==> config.mk <==
export PLATFORM = sky130hd
export DESIGN_NAME = ir_pair_scan_seq
export DESIGN_NICKNAME = d
export VERILOG_FILES = /design/src/rtl/ir_pair_scan_seq.sv
export SDC_FILE = /design/constraint.sdc
export NUM_CORES = 1
export LEC_CHECK = 0
export BUFFER_PORTS_ARGS = -buffer_cell sky130_fd_sc_hd__buf_2
export CELL_PAD_IN_SITES_DETAIL_PLACEMENT = 0
export CELL_PAD_IN_SITES_GLOBAL_PLACEMENT = 1
export CORE_UTILIZATION = 46
export DETAILED_ROUTE_END_ITERATION = 10
export HOLD_SLACK_MARGIN = 0.08
export PLACE_DENSITY_LB_ADDON = 0.1
export SYNTH_ARGS = -nofsm -noshare
export SYNTH_HDL_FRONTEND = slang
export SYNTH_SLANG_ARGS = --single-unit
==> constraint.sdc <==
create_clock -name clk -period 5.25 [get_ports clk]
set_input_delay 0.7875 -clock clk [delete_from_list [all_inputs] [get_ports clk]]
set_output_delay 0.7875 -clock clk [all_outputs]
set_load 0.005 [all_outputs]
==> src/rtl/ir_pair_scan_seq.sv <==
// IR sensor-pair scan sequencer: per pair, emitter enable, settle, right/left A2D conversions,
// and a position-weighted saturated signed line-error accumulated over one scan.
module ir_pair_scan_seq #(
    parameter int unsigned NUM_PAIRS      = 3,
    parameter int unsigned RES_W          = 12,
    parameter int unsigned ERR_W          = 16,
    parameter int unsigned SETTLE_CYCLES  = 4096,
    parameter int unsigned GAP_CYCLES     = 32,
    parameter int unsigned TIMEOUT_CYCLES = 65535,
    parameter int unsigned WEIGHT_SHIFT   = 1
) (
    input  logic                 clk,
    input  logic                 rst,
    input  logic                 go,
    input  logic                 cnv_cmplt,
    input  logic [RES_W-1:0]     A2D_res,
    output logic                 start_conv,
    output logic [2:0]           chnnl,
    output logic [NUM_PAIRS-1:0] IR_en,
    output logic [ERR_W-1:0]     err,
    output logic                 err_vld,
    output logic                 busy,
    output logic                 timeout
);

    localparam int unsigned PAIR_W  = (NUM_PAIRS > 1) ? $clog2(NUM_PAIRS) : 1;
    localparam int unsigned CNT_MAX = (SETTLE_CYCLES > GAP_CYCLES)
                                    ? ((SETTLE_CYCLES > TIMEOUT_CYCLES) ? SETTLE_CYCLES : TIMEOUT_CYCLES)
                                    : ((GAP_CYCLES > TIMEOUT_CYCLES) ? GAP_CYCLES : TIMEOUT_CYCLES);
    localparam int unsigned CNT_W   = $clog2(CNT_MAX + 1);
    // Two guard bits keep the pre-saturation sum exact for any shifted difference.
    localparam int unsigned SUM_W   = ERR_W + 2;

    typedef enum logic [3:0] {
        IDLE, SETTLE, START_R, WAIT_R, GAP, START_L, WAIT_L, ACCUM, DONE
    } state_t;

    state_t                   state, state_nxt;
    logic [PAIR_W-1:0]        pair, pair_nxt;
    logic [CNT_W-1:0]         cnt, cnt_nxt;
    logic [RES_W-1:0]         res_r, res_r_nxt, res_l, res_l_nxt;
    logic signed [ERR_W-1:0]  acc, acc_nxt;
    logic [ERR_W-1:0]         err_nxt;
    logic                     err_vld_nxt, start_conv_nxt, busy_nxt, timeout_nxt;
    logic [2:0]               chnnl_nxt;
    logic [NUM_PAIRS-1:0]     ir_en_nxt;

    logic signed [RES_W:0]    diff;
    logic signed [ERR_W:0]    diff_ext, diff_w;
    logic signed [SUM_W-1:0]  sum;
    logic signed [ERR_W-1:0]  sat;
    logic [7:0]               shamt;

    // Weighted difference of the current pair added to the accumulator, clamped to ERR_W.
    always_comb begin
        diff     = $signed({1'b0, res_r}) - $signed({1'b0, res_l});
        diff_ext = (ERR_W+1)'(diff);
        shamt    = 8'(32'(pair) * WEIGHT_SHIFT);
        diff_w   = diff_ext <<< shamt;
        sum      = SUM_W'(acc) + SUM_W'(diff_w);
        if ((sum[SUM_W-1:ERR_W-1] == '0) || (sum[SUM_W-1:ERR_W-1] == '1)) begin
            sat = sum[ERR_W-1:0];
        end else if (sum[SUM_W-1]) begin
            sat = {1'b1, {(ERR_W-1){1'b0}}};
        end else begin
            sat = {1'b0, {(ERR_W-1){1'b1}}};
        end
    end

    always_comb begin
        state_nxt      = state;
        pair_nxt       = pair;
        cnt_nxt        = cnt;
        res_r_nxt      = res_r;
        res_l_nxt      = res_l;
        acc_nxt        = acc;
        err_nxt        = err;
        timeout_nxt    = timeout;
        ir_en_nxt      = IR_en;
        chnnl_nxt      = chnnl;
        start_conv_nxt = 1'b0;
        err_vld_nxt    = 1'b0;
        unique case (state)
            IDLE: begin
                ir_en_nxt = '0;
                if (go) begin
                    state_nxt   = SETTLE;
                    pair_nxt    = '0;
                    ir_en_nxt   = NUM_PAIRS'(1);
                    acc_nxt     = '0;
                    cnt_nxt     = '0;
                    timeout_nxt = 1'b0;
                end
            end
            SETTLE: begin
                if (cnt == CNT_W'(SETTLE_CYCLES - 1)) begin
                    state_nxt      = START_R;
                    start_conv_nxt = 1'b1;
                    chnnl_nxt      = 3'(pair) << 1;
                end else begin
                    cnt_nxt = cnt + CNT_W'(1);
                end
            end
            START_R: begin
                state_nxt = WAIT_R;
                cnt_nxt   = '0;
            end
            WAIT_R: begin
                if (cnv_cmplt) begin
                    res_r_nxt = A2D_res;
                    state_nxt = GAP;
                    cnt_nxt   = '0;
                end else if (cnt == CNT_W'(TIMEOUT_CYCLES - 1)) begin
                    timeout_nxt = 1'b1;
                    ir_en_nxt   = '0;
                    state_nxt   = IDLE;
                end else begin
                    cnt_nxt = cnt + CNT_W'(1);
                end
            end
            GAP: begin
                if (cnt == CNT_W'(GAP_CYCLES - 1)) begin
                    state_nxt      = START_L;
                    start_conv_nxt = 1'b1;
                    chnnl_nxt      = (3'(pair) << 1) | 3'd1;
                end else begin
                    cnt_nxt = cnt + CNT_W'(1);
                end
            end
            START_L: begin
                state_nxt = WAIT_L;
                cnt_nxt   = '0;
            end
            WAIT_L: begin
                if (cnv_cmplt) begin
                    res_l_nxt = A2D_res;
                    state_nxt = ACCUM;
                end else if (cnt == CNT_W'(TIMEOUT_CYCLES - 1)) begin
                    timeout_nxt = 1'b1;
                    ir_en_nxt   = '0;
                    state_nxt   = IDLE;
                end else begin
                    cnt_nxt = cnt + CNT_W'(1);
                end
            end
            ACCUM: begin
                acc_nxt   = sat;
                ir_en_nxt = '0;
                if (pair == PAIR_W'(NUM_PAIRS - 1)) begin
                    // err and err_vld are registered, so they become visible while in DONE.
                    state_nxt   = DONE;
                    err_nxt     = sat;
                    err_vld_nxt = 1'b1;
                end else begin
                    pair_nxt  = pair + PAIR_W'(1);
                    ir_en_nxt = NUM_PAIRS'(1) << pair_nxt;
                    cnt_nxt   = '0;
                    state_nxt = SETTLE;
                end
            end
            DONE: begin
                state_nxt = IDLE;
            end
            default: begin
                state_nxt = IDLE;
            end
        endcase
        busy_nxt = (state_nxt != IDLE);
    end

    always_ff @(posedge clk) begin
        if (rst) begin
            state      <= IDLE;
            pair       <= '0;
            cnt        <= '0;
            res_r      <= '0;
            res_l      <= '0;
            acc        <= '0;
            err        <= '0;
            err_vld    <= 1'b0;
            start_conv <= 1'b0;
            chnnl      <= '0;
            IR_en      <= '0;
            busy       <= 1'b0;
            timeout    <= 1'b0;
        end else begin
            state      <= state_nxt;
            pair       <= pair_nxt;
            cnt        <= cnt_nxt;
            res_r      <= res_r_nxt;
            res_l      <= res_l_nxt;
            acc        <= acc_nxt;
            err        <= err_nxt;
            err_vld    <= err_vld_nxt;
            start_conv <= start_conv_nxt;
            chnnl      <= chnnl_nxt;
            IR_en      <= ir_en_nxt;
            busy       <= busy_nxt;
            timeout    <= timeout_nxt;
        end
    end

endmodule
==> flow_summary.ini, run 1 <==
[critical_path]
path_class = register to register
arrival_ps = 4840
end_kind = register
reg2reg_to = acc[5]
reg2reg_depth = 17
critPathMaxFanout = 16
worst-r2r-setup-slack_ps = 620
critPathLaunchType = register
crit_required_ps = 5460
crit-reg2reg-launch = res_l[1]

[global_routing]
grt_pass1_wl_mm = 24.7
groute.usage.overall_pct = 24.3
antenna_found_initial = 0
grt_max_degree = 75
grt_pass1_vias = 4834
overflow = 0

[placed_design]
dpl_worst_slack_ps = 320
placed_area_sq_mm = 0.00598
gp_congestion = 0.902
portBuffers = 41
hpwl_mm = 11.2

[logic_synthesis]
syn_avg_cell_area_sq_um = 8.07
async_flop_share_pct = 0
netlist_area_sq_mm = 0.00573
ys_seq_area_share_pct = 30.7
synth_edf_count = 0
synth_top_area_share_pct = 30.7
post_synth_num_cell_types = 82
synthFlopType = dfxtp_1
syn_nets = 763
ys_ff_latch = 88
syn-instance-count = 710
yosys.area.top_type = dfxtp_1
ys_top_cells_by_area = dfxtp_1, ha_1, a21oi_1
yosysWarningCount = 0

[power_and_ir_drop]
seq_power_share_pct = 46.2
p_total_mw = 1.46
clockPowerShare_pct = 49.5
p_int_mw = 1.12
p_per_area_mw_per_mm2 = 230
max-vdd-ir-drop_mv = 0.170
p_leak_nw = 2.40
swShare_pct = 22.9
combPwrFrac_pct = 4.3
power.switching_mw = 0.335

[routing]
firstDrtPassIters = 4
postRouteAntennaNets = 0
routedWlPerCell_um = 16.7
drtIter0Drc = 395
routed_via_density = 5.74
num_vias = 5181
drt_wl_total_mm = 15.1
drc = 0

[sta]
tns_ps = 0
post-route-period-util_pct = 88.2
setup_viol = 0
fin_skew_ps = 8.47
fin_crit_ps = 4630
fmax_ghz = 0.216
tightest_slew_ps = 957
finalHoldViolCount = 0
whs_ps = 457
grt_setup_unrepaired = no
fin_ws_ps = 620
final_max_slew_viol_count = 0
slew_headroom_pct = 36.0

[clocking]
clock-root-buffer = clkbuf_16
cts_tree = built
cts_setup_buffers = 0
clockBufferDepth = 2
cts_sinks = 88
cts_hold_buf = 0
insertion_delay_ps = 350
cts_buffers = 9
cts.clk_slew.worst_paths_ps = 70
cts_max_level = 3
post_cts_resized = 0

[final_layout]
fin_area_sq_mm = 0.00634
mostFrequentLayoutCells = dfxtp_1, nand2_1, a21oi_1
antenna_cells = 0
fin_nets = 783
drive_gt1_share_pct = 14.3
area_growth_pct = 10.6
final_common_cell = dfxtp_1

[min_path]
hp-start = chnnl[2]
hp-class = register to register
hold_depth = 2
holdPathEnd = chnnl[2]

[flow_run]
max-cap-violations = 0

[floorplanning]
core_sq_mm = 0.0121
fp.dieH_um = 114
die-area_sq_mm = 0.0129
initial_core_util_pct = 47.5
core.rowCount = 40
io-pin-count = 42
fp.dieW_um = 114

[status]
outcome = finished clean
-- worst max-delay path: stages (launching register included) --
cell and delay, ps:
dfxtp_1 370, inv_1 60, ha_1 270, nor2b_1 150, o31ai_1 400, a211oi_1 170
o31ai_1 310, xnor2_1 130, mux2i_1 210, mux2i_1 110, ha_1 400, nand2_1 150
nor2_1 90, a2111oi_4 440, nand3_1 120, o32a_2 450, nor2_1 460, o211ai_1 180
-- final cells by class --
cell class / instances / area (sq um)
Inverter: 26 / 97.6
Fill cell: 1199 / 5720
Clock buffer: 11 / 243
Sequential cell: 88 / 1760
Timing Repair Buffer: 43 / 233
Tap cell: 168 / 210
Multi-Input combinational cell: 562 / 3710
Clock inverter: 5 / 86.3
-- how the worst max path moves through the flow --
stage                   from       to  slack, ps  depth (start not counted)
floorplan           res_l[1]  err[11]       1160                         18
global placement    res_l[1]   err[9]        490                         17
detailed placement  res_l[1]   err[7]        320                         17
CTS                 res_l[1]   err[2]        310                         17
global route        res_l[1]   acc[5]        230                         17
finish              res_l[1]   acc[5]        620                         17
-- metrics by stage --
stage	cells	utilization, %
4_1_cts	902	52.3
6_report	903	52.5
3_5_place_dp	886	49.6
3_3_place_gp	886	49.6
5_1_grt	903	52.5
2_1_floorplan	710	-
-- layer usage --
| layer | global-route usage, % | part of all wire [%] | up-vias |
|---|---|---|---|
| li1 | - | - | 2609 |
| met1 | 31.9 | 46 | 2435 |
| met2 | 41.1 | 48 | 117 |
| met3 | 2.98 | 3.6 | 20 |
| met4 | 8.68 | 1.8 | 0 |
| met5 | 0 | 0 | - |
-- power by group through the flow --
stage	Combinational, mW	Sequential [mW]	Clock (mW)
6_report	0.0631	0.674	0.722
3_3_place_gp	0.0620	0.689	0
2_1_floorplan	0.0448	0.687	0
4_1_cts	0.0631	0.673	0.736
5_1_grt	0.0702	0.674	0.765
3_5_place_dp	0.0629	0.689	0
-- cell usage after synthesis, drive strengths merged (7+ instances only) --
| library cell | n |
|---|---|
| dfxtp | 88 |
| nand2 | 85 |
| a21oi | 78 |
| nor2 | 72 |
| ha | 35 |
| o21ai | 34 |
| nor3 | 27 |
| inv | 26 |
| a211oi | 23 |
| clkbuf | 22 |
| nand3 | 21 |
| mux2i | 19 |
| or3 | 13 |
| xnor2 | 13 |
| buf | 11 |
| nor2b | 11 |
| a31oi | 10 |
| o211ai | 10 |
| and3 | 8 |
| o21a | 8 |
| o21bai | 7 |
-- flip-flops by register name (all words and copies together), names as in the netlist --
signal      flops
IR_en           3
acc            16
busy            1
chnnl           3
cnt            16
err            16
err_vld         1
pair            2
res_l          12
res_r          12
start_conv      1
state           4
timeout         1
-- cells by family after synthesis --
logic type	count (synthesis)	share of synthesized area, %
AND/OR/NAND/NOR	270	23.7
multiplexers	21	3.71
AO/OA/AOI/OAI	216	26.1
adder cells (fa/ha/maj)	37	8.34
flip-flops	88	30.7
buffers and inverters	60	4.69
XOR/XNOR	18	2.75
(Power assumes the default switching activity.)
==> run 2, diff against run 1 <==
--- a/config.mk
+++ b/config.mk
@@ -10,2 +10,4 @@
 export CELL_PAD_IN_SITES_GLOBAL_PLACEMENT = 1
+export CORE_ASPECT_RATIO = 1.4
+export CORE_MARGIN = 2
 export CORE_UTILIZATION = 46
--- a/constraint.sdc
+++ b/constraint.sdc
@@ -3,2 +3,2 @@
 set_output_delay 0.7875 -clock clk [all_outputs]
-set_load 0.005 [all_outputs]
+set_load 0.02 [all_outputs]
==> run 2 against run 1 <==
Sequential cell count did not move. Via count rose by 0.68%. Sequential power barely moved. Non-clock buffer count rose by 1. Largest cell class unchanged. First-iteration DRC count fell by 46%. Largest power group is now registers. Setup slack got worse by 12 ps. Global-route usage fell by 1.3 points. Cell count fell by 1.9%. Utilization fell by 1.3 points. Power fell by 4.7%. Clock power fell by 9.7%. Design area fell by 0.97%.
==> flow_summary.ini, run 2 (synthesis results as in run 1) <==
[status]
outcome = finished clean

[final_layout]
antenna_cells = 0
layoutNonFillerInstCount = 886
mostFrequentLayoutCells = dfxtp_1, nand2_1, a21oi_1
drive_gt1_share_pct = 14.4
area_growth_pct = 9.50
fin_area_sq_mm = 0.00628
fillers = 1244
top_regs = acc: 16 flops, cnt: 16 flops, err: 16 flops
fin_nets = 784
final_common_cell = dfxtp_1

[clocking]
cts_buffers = 9
cts_tree = built
clockBufferDepth = 2
clock-root-buffer = clkbuf_16
cts_sinks = 88
insertion_delay_ps = 350
post_cts_resized = 0
cts_setup_buffers = 0
cts_hold_buf = 0
cts_max_level = 3
cts.clk_slew.worst_paths_ps = 70

[min_path]
hp-class = register to register

[routing]
drc = 0
routedWlPerCell_um = 17.3
firstDrtPassIters = 5
num_vias = 5216
drtIter0Drc = 214
drt_wl_total_mm = 15.4
routed_via_density = 5.89
postRouteAntennaNets = 0

[placed_design]
placed_area_sq_mm = 0.00598
gp_congestion = 0.888
dpl_worst_slack_ps = 600
hpwl_mm = 11.8
portBuffers = 41
dp.cells = 870

[critical_path]
critPathLaunchType = register
end_kind = register
critPathMaxFanout = 16
arrival_ps = 4830
crit_required_ps = 5440
path_class = register to register

[global_routing]
grt_pass1_wl_mm = 24.8
groute.usage.overall_pct = 23.0
overflow = 0
grt_pass1_vias = 4981
grt_max_degree = 44
antenna_found_initial = 0

[sta]
tns_ps = 0
finalHoldViolCount = 0
setup_viol = 0
fmax_ghz = 0.215
grt_setup_unrepaired = no
fin_crit_ps = 4640
post-route-period-util_pct = 88.4
tightest_slew_ps = 893
slew_headroom_pct = 40.4
fin_skew_ps = 11.7
final_max_slew_viol_count = 0
fin_ws_ps = 608

[power_and_ir_drop]
max-vdd-ir-drop_mv = 0.187
p_leak_nw = 2.39
p_per_area_mw_per_mm2 = 221
p_total_mw = 1.39

[floorplanning]
fp.dieW_um = 98.3
initial_core_util_pct = 46.8
fp.dieH_um = 136
io-pin-count = 42
core.rowCount = 48
die-area_sq_mm = 0.0134
core_sq_mm = 0.0123

[flow_run]
max-cap-violations = 0
==> run 2: cell count changes in the layout (fill, tap and decap cells not counted), moves of 2 or more <==
| cell | previous run | this run |
|---|---|---|
| inv_8 | 0 | 3 |
| buf_4 | 1 | 3 |
| bufinv_16 | 2 | 0 |
| inv_6 | 2 | 0 |
==> run 2: layout make-up <==
cell class | count | area [sq um] | area share (%)
timing repair buffer | 44 | 228 | 3.63
clock buffer | 9 | 225 | 3.59
tap | 150 | 188 | 2.99
inverter | 26 | 97.6 | 1.56
clock inverter | 7 | 75.1 | 1.20
sequential | 88 | 1760 | 28.1
multi-input combinational | 562 | 3700 | 59.0
==> run 2: critical path, cell delays in order, from the launching register on <==
cell and delay [ps]:
dfxtp_1 370, inv_1 60, ha_1 260, nor2b_1 140, o31ai_1 420, a211oi_1 180
o31ai_1 320, xnor2_1 130, mux2i_1 210, mux2i_1 110, ha_1 380, nand2_1 150
nor2_1 90, a2111oi_4 450, nand3_1 120, o32a_2 470, nor2_1 440, o211ai_1 180
==> run 2: worst paths after layout <==
kind | from | endpoint | slack (ps) | cells past startpoint
setup / recovery | res_l[1] | acc[5] | 610 | 17
setup reg to reg | res_l[1] | acc[5] | 610 | 17
hold reg to reg | res_l[11] | res_l[11] | 460 | 2
hold / removal | res_l[11] | res_l[11] | 460 | 2
==> run 2: per-stage QoR <==
| stage | hold slack, ps | utilization [%] |
|---|---|---|
| 5_1_grt | 470 | 51.2 |
| 3_5_place_dp | 448 | 48.8 |
| 3_3_place_gp | 446 | 48.8 |
| 2_1_floorplan | 436 | - |
| 6_report | 458 | 51.2 |
| 4_1_cts | 458 | 51.2 |
==> run 2: metal layers <==
metal / global-route usage (%) / wire length [um] / share of wire [%]
met1: 25.7 / 6220 / 40
met2: 42.5 / 8020 / 52
met3: 3.39 / 485 / 3.2
met4: 11.0 / 638 / 4.2
met5: 0 / 0 / 0
==> run 2: power breakdown <==
group	switching [mW]	total [mW]	internal, mW
Clock	0.315	0.652	0.337
Combinational	0.0448	0.0649	0.0201
Sequential	0.00387	0.673	0.669
Total	0.363	1.39	1.03
